### src/rtl/id_inst_queue.sv
// Decode-stage instruction queue: circular buffer between IF/SRAM and decode.
// Optional same-cycle empty-queue bypass enabled by defining ID_IQ_BYPASS_EN.
module id_inst_queue #(
   parameter int DEPTH  = 4,
   parameter int PC_W   = 32,
   parameter int INST_W = 32
) (
   input  logic                       clk,
   input  logic                       rst,
   input  logic                       flush,
   input  logic                       in_valid,
   input  logic [PC_W-1:0]            in_pc,
   input  logic [INST_W-1:0]          in_inst,
   output logic                       in_ready,
   output logic                       out_valid,
   output logic [PC_W-1:0]            out_pc,
   output logic [INST_W-1:0]          out_inst,
   input  logic                       out_ready,
   output logic [$clog2(DEPTH+1)-1:0] count
);
   localparam int CW = $clog2(DEPTH+1);
   localparam int PW = $clog2(DEPTH);

   typedef struct packed {
      logic [PC_W-1:0]   pc;
      logic [INST_W-1:0] inst;
   } entry_t;

   entry_t         mem [DEPTH];
   entry_t         head;
   logic [PW-1:0]  wr_ptr, rd_ptr;
   logic [CW-1:0]  cnt;
   logic           has_data, push, wr_en, rd_en;

   function automatic logic [PW-1:0] ptr_inc(input logic [PW-1:0] p);
      return (p == PW'(DEPTH-1)) ? '0 : p + PW'(1);
   endfunction

   assign has_data = (cnt != '0);
   assign in_ready = (cnt < CW'(DEPTH));
   assign push     = in_valid & in_ready;
   assign rd_en    = out_ready & has_data;
   assign count    = cnt;

`ifdef ID_IQ_BYPASS_EN
   // Empty queue: the incoming word is presented directly; if decode takes it
   // the same cycle it never lands in storage.
   assign out_valid = has_data | in_valid;
   assign head      = has_data ? mem[rd_ptr] : entry_t'{pc: in_pc, inst: in_inst};
   assign wr_en     = push & ~(~has_data & out_ready);
`else
   assign out_valid = has_data;
   assign head      = mem[rd_ptr];
   assign wr_en     = push;
`endif

   // Bubble when empty so decode never sees stale storage contents.
   assign out_pc   = out_valid ? head.pc   : '0;
   assign out_inst = out_valid ? head.inst : '0;

   always_ff @(posedge clk or posedge rst) begin
      if (rst) begin
         wr_ptr <= '0;
         rd_ptr <= '0;
         cnt    <= '0;
      end else if (flush) begin
         wr_ptr <= '0;
         rd_ptr <= '0;
         cnt    <= '0;
      end else begin
         if (wr_en) wr_ptr <= ptr_inc(wr_ptr);
         if (rd_en) rd_ptr <= ptr_inc(rd_ptr);
         case ({wr_en, rd_en})
            2'b10:   cnt <= cnt + CW'(1);
            2'b01:   cnt <= cnt - CW'(1);
            default: cnt <= cnt;
         endcase
      end
   end

   // Instruction captured in the push cycle; SRAM data is never re-read.
   always_ff @(posedge clk) begin
      if (wr_en && !flush && !rst)
         mem[wr_ptr] <= entry_t'{pc: in_pc, inst: in_inst};
   end
endmodule

### config.mk
export PLATFORM = sky130hd
export DESIGN_NAME = id_inst_queue
export DESIGN_NICKNAME = d
export VERILOG_FILES = /design/src/rtl/id_inst_queue.sv
export SDC_FILE = /design/constraint.sdc
export NUM_CORES = 1
export LEC_CHECK = 0
export ABC_CLOCK_PERIOD_IN_PS = 3800
export CAP_MARGIN = 40
export CORE_UTILIZATION = 30
export DETAILED_ROUTE_END_ITERATION = 10
export PLACE_DENSITY = 0.48
export SLEW_MARGIN = 15
export SYNTH_ARGS = -nofsm -noshare
export SYNTH_HDL_FRONTEND = slang
export SYNTH_SLANG_ARGS = --single-unit
### constraint.sdc
create_clock -name clk -period 3.8 [get_ports clk]
set_input_delay 0.76 -clock clk [delete_from_list [all_inputs] [get_ports clk]]
set_output_delay 0.76 -clock clk [all_outputs]
set_load 0.01 [all_outputs]
; Word-level counts from Yosys, hierarchy flattened
; Memories as Yosys holds them, arrays and structs flattened.
; Index checks and enable logic that the tools add are counted.
[word_totals]
register_bits = 7
inputBits = 69
mem_bits_rw = 256
n_memories = 1
output_inout_bits = 69
elab_cells = 35
[mem_list]
columns = name, words, word_bits, read_ports, rd_clocked_by_memory_dff, write_ports, line
row1 = mem, 4, 64, 1, 0, 1, 29  ; entry_t mem [DEPTH];
[classes]
n_addsub = 4
eq_ne = 4
reduce_logical = 8
n_bitwise = 2
n_lt_le_gt_ge = 1
mux = 12
[op_table]
columns = operator, n
row1 = two-way mux 32 bit, 2
row2 = two-way mux 2 bit, 6
row3 = "equality test 2 bit, second input constant", 3
row4 = one-hot mux 3 bit (2 select lines), 1
row5 = nonzero test 3 bit, 2
row6 = "adder 2 x 1 -> 2 bit, second input constant", 2
row7 = nonzero test 2 bit, 2
row8 = "adder 3 x 1 -> 3 bit, second input constant", 1
row9 = "< comparator 3 bit, second input constant", 1
row10 = two-way mux 3 bit, 1
row11 = "subtractor 3 x 1 -> 3 bit, second input constant", 1
row12 = AND 1 bit, 2
row13 = "equality test 2 x 1 -> 1 bit, second input constant", 1
row14 = logical AND 1 bit, 2
row15 = logical NOT 1 bit, 2
row16 = two-way mux 1 bit, 2

; Logic depth before layout (Yosys ltp)
[logic_depth]
word_depth = 6
ltp_mapped = 9
ltp_nobuf = 8

; Least setup slack after synthesis
; No wires, ideal clock.
[synth_timing]
kind = input-to-reg
from = input in_valid
to = memory mem[1][0] in the netlist's numbering (enable)
t_arrival_ns = 2.901
path_stages = 4
path_slack_ns = 0.470
setup_time_ns = 0.429
path_buffers = 1
t_required_ns = 3.371
cell_sequence = clkbuf_1 -> nand2b_1 -> nor3_1 -> and2_1
[synth_via]
elab_chain_len = 5
[synth_rtl]
columns = element, line
row1 = start: declaration, 11  ; input logic in_valid,
row2 = AND 1 bit, 41  ; assign push = in_valid & in_ready;
row3 = logical AND 1 bit (2 in a row), 83  ; if (wr_en && !flush && !rst)
row4 = two-way mux 1 bit, 83
row5 = two-way mux 1 bit (implied by the code), 84  ; mem[wr_ptr] <= entry_t'{pc: in_pc, inst: in_inst};
row6 = end: declaration, 29
; No other way between the ends.

; Worst setup path in the final report
[layout_timing]
from = register rd_ptr[0]
to = output out_pc[2]
[layout_via]
elab_chain_len = 2
[layout_rtl]
columns = element, line
row1 = start: declaration, 31  ; logic [PW-1:0] wr_ptr, rd_ptr;
row2 = start signal: assignment, 72  ; if (rd_en) rd_ptr <= ptr_inc(rd_ptr);
row3 = memory (4 x 64 bit), n/a
row4 = two-way mux 32 bit, 58  ; assign out_pc = out_valid ? head.pc : '0;
row5 = end: declaration, 16  ; output logic [PC_W-1:0] out_pc,
; No other way between the ends.

==> summary.md <==
| Metric | Value |
|---|---|
| Inserted Clock Buffers | `30` |
| Nets | `703` |
| Share of cells above drive strength 1 | `0.206` |
| Total Wirelength | `21900 um` |
| First-pass GRT wire length | `33800 um` |
| DRC violations left | `0` |
| Clock Skews | `0.0169 ns` |
| Via Count | `5055` |
| DP Wirelength | `13400 um` |
| Crit path DAT | `2.79 ns` |
| Final setup fails | `0` |
| Synth Flop Type | `edfxtp_1` |
| Routing usage on met3 | `0.0320` |
| Worst hold path class | `in2async` |
| Hold Fails Final Rpt | `0` |
| Longest Clk Path Bufs | `3` |
| Clock slew at reported path FFs | `0.06 ns` |
| Sequential area share after synthesis | `0.769` |
| EDFF count, synth | `256` |
| 1st-iter DRT viols | `327` |
| CTS tree | `built` |
| Power per cell area | `544 nW/um2` |
| Comb pwr share | `0.145` |
| Switching Power | `1650 uW` |
| Most common cell in the netlist | `edfxtp_1` |
| Syn nets | `547` |
| Final ANT Viol Nets | `0` |
| Leak Pwr | `0.00415 uW` |
| GR met1 Demand/Resource | `0.158` |
| CTS Hold Bufs | `0` |
| Synthesized instance count | `472` |
| Synth cell types | `29` |
| Fmax | `0.282 GHz` |
| Sw Ratio | `0.229` |
| I/O pin total | `138` |
| Top post-synthesis cells by area | `edfxtp_1 75%, mux4_2 14%, and2_1 4.2%` |
| MaxCap Viol Count | `0` |
| Post-synth top area share | `0.752` |
| Max-slew violation total from the final report | `0` |
| Top cells by count, synth | `256 x edfxtp_1, 68 x and2_1, 64 x mux4_2` |
| Filler cell count | `3034` |
| GRT busiest layer | `met2` |
| Flops & latches, synth | `263` |
| Int Power | `5540 uW` |
| Core area | `33500 um2` |
| Final WS setup | `0.248 ns` |
| Placed cells | `1044` |
| CP startpoint kind | `register` |
| Share of synthesized flip-flops with an asynchronous set or reset | `0.0266` |
| Overflow after GRT | `0` |
| CTS root buffer | `clkbuf_16` |
| Worst Setup Path Type | `reg2out` |
| Worst Max-Slew Pin Slew | `0.734 ns` |
| Chip height | `187 um` |
| RSZ-0062 raised after global routing | `no` |
| Initial antenna violation count | `2` |
| Die X | `187 um` |
| DR vias/cell | `4.59` |
| Setup Fix Bufs, Post-CTS | `0` |
| DRT Pass-1 Iters | `4` |
| Post-synth top area cell | `edfxtp_1` |
| Largest net degree at the start of global routing | `68` |
| Critical Path RT | `3.04 ns` |
| Status | `finished, final reports clean` |
| Pre-CTS WS | `0.666 ns` |
| Initial Util | `0.305` |
| GRT met2 Usage | `0.221` |
| Syn Area/Cell | `21.7 um2` |
| CTS HTree Levels | `1` |
| Routability-driven placement congestion ratio | `0.693` |
| WL per Instance | `19.9 um` |
| Clk Latency, worst-skew pair | `0.55 ns` |
| Total track usage | `0.127` |
| Clock Sinks | `263` |
| Final setup TNS | `0 ns` |
| Buffers on Ports | `137` |
| Num rows | `67` |
| Shortest period the worst path allows | `3.55 ns` |
| Reg2reg setup slack | `1.49 ns` |
| Fin crit share | `0.935` |
| Max VDD drop | `0.372 mV` |
| Synth warnings | `0` |
| Layout area overhead | `29.2%` |
| CP max FO | `30` |
| DIE AREA | `34800 um2` |
| Post-CTS sizing | `0` |
| CP Capture Type | `output pin` |
| Final std cells w/o fill | `1101` |
| Mapped cell area | `10200 um2` |
| Clock share of power | `0.397` |
| Number of global-route vias before repair | `5726` |
| Sequential fraction of design power | `0.458` |
| Slew HR | `0.510` |
==> cell families (layout without fill, tap and decap cells) <==
| family | after synthesis | after routing | share of synthesized area |
|---|---|---|---|
| adders and majority gates | 6 | 6 | 0.00808 |
| and+or+nand+nor | 91 | 91 | 0.0526 |
| xor gates and xnor gates | 2 | 2 | 0.00171 |
| DFF | 263 | 263 | 0.769 |
| AOI/OAI and AO/OA | 15 | 15 | 0.00820 |
| other | 0 | 1 | 0 |
| muxes | 65 | 65 | 0.142 |
| buffers and inverters | 30 | 210 | 0.0186 |
==> worst max-delay path, cell delays in order (launching register included) <==
cell	delay (ns)
dfrtp_4	0.67
buf_12	0.31
mux4_2	0.57
and2_1	0.18
clkdlybuf4s50_1	0.49
==> flip-flops by register name, indices dropped and copies added, names as in the netlist <==
name,count
mem,256
count,3
rd_ptr,2
wr_ptr,2
==> through the flow <==
| stage | hold slack (ns) | utilization | cell area (um2) | total power, uW |
|---|---|---|---|---|
| final | 0.507 | 0.394 | 13200 | 7190 |
| after global routing | 0.527 | 0.394 | 13200 | 7470 |
| after floorplan | 0.543 | - | 10200 | 3890 |
| after CTS | 0.483 | 0.394 | 13200 | 7300 |
| after detailed placement | 0.598 | 0.364 | 12200 | 4420 |
| after global placement | 0.561 | 0.364 | 12200 | 4410 |
==> layer usage <==
metal / routed length (um) / vias to the layer above
met5: 13 / -
met4: 329 / 2
met3: 1190 / 25
met2: 11000 / 131
met1: 9340 / 2669
li1: - / 2228
==> power groups by stage <==
| stage | Clock, uW | Combinational (uW) | Sequential (uW) |
|---|---|---|---|
| 6_report | 2860 | 1040 | 3290 |
| 5_1_grt | 3040 | 1120 | 3300 |
| 4_1_cts | 2930 | 1070 | 3300 |
| 3_5_place_dp | 0 | 1070 | 3360 |
| 3_3_place_gp | 0 | 1060 | 3350 |
| 2_1_floorplan | 0 | 564 | 3320 |
==> final timing paths <==
kind                                        from                     to  depth (start not counted)
hold / removal                               rst  rd_ptr[0]$_DFFE_PP0P_                          2
setup / recovery           rd_ptr[0]$_DFFE_PP0P_              out_pc[2]                          4
hold reg to reg            wr_ptr[1]$_DFFE_PP0P_  wr_ptr[1]$_DFFE_PP0P_                          2
max in group asynchronous                    rst  rd_ptr[1]$_DFFE_PP0P_                          2
setup reg to reg            count[2]$_DFFE_PP0P_   mem[2][51]$_DFFE_PP_                          4
min in group clk           wr_ptr[1]$_DFFE_PP0P_  wr_ptr[1]$_DFFE_PP0P_                          2
==> area by class of cell <==
type / count / area, um2 / share of cell area
diodes: 1 / 2.50 / 0.000189
clock buffers: 31 / 754 / 0.0571
clock inverters: 25 / 249 / 0.0188
inverters: 4 / 15.0 / 0.00114
multi-input cells: 179 / 2180 / 0.165
flip-flops and latches: 263 / 7870 / 0.595
well taps: 448 / 561 / 0.0424
repair buffers: 150 / 1580 / 0.120
==> cells in the final DEF, fill, tap and decap left out, types with 2 or more instances in the layout <==
cell,instances
and2_1,64
ha_1,5
buf_4,4
clkdlybuf4s50_1,137
nor3_1,2
nand3_1,3
nor2_1,4
inv_1,4
nand2b_1,2
clkinv_1,5
dfrtp_1,5
buf_12,9
clkinvlp_4,6
bufinv_16,4
o21ai_0,5
a21oi_1,7
edfxtp_1,256
mux4_2,64
clkinv_2,8
and2_4,4
nand2_1,8
dfrtp_4,2
clkbuf_16,30
Note: power is estimated with default switching activity, not from simulation.
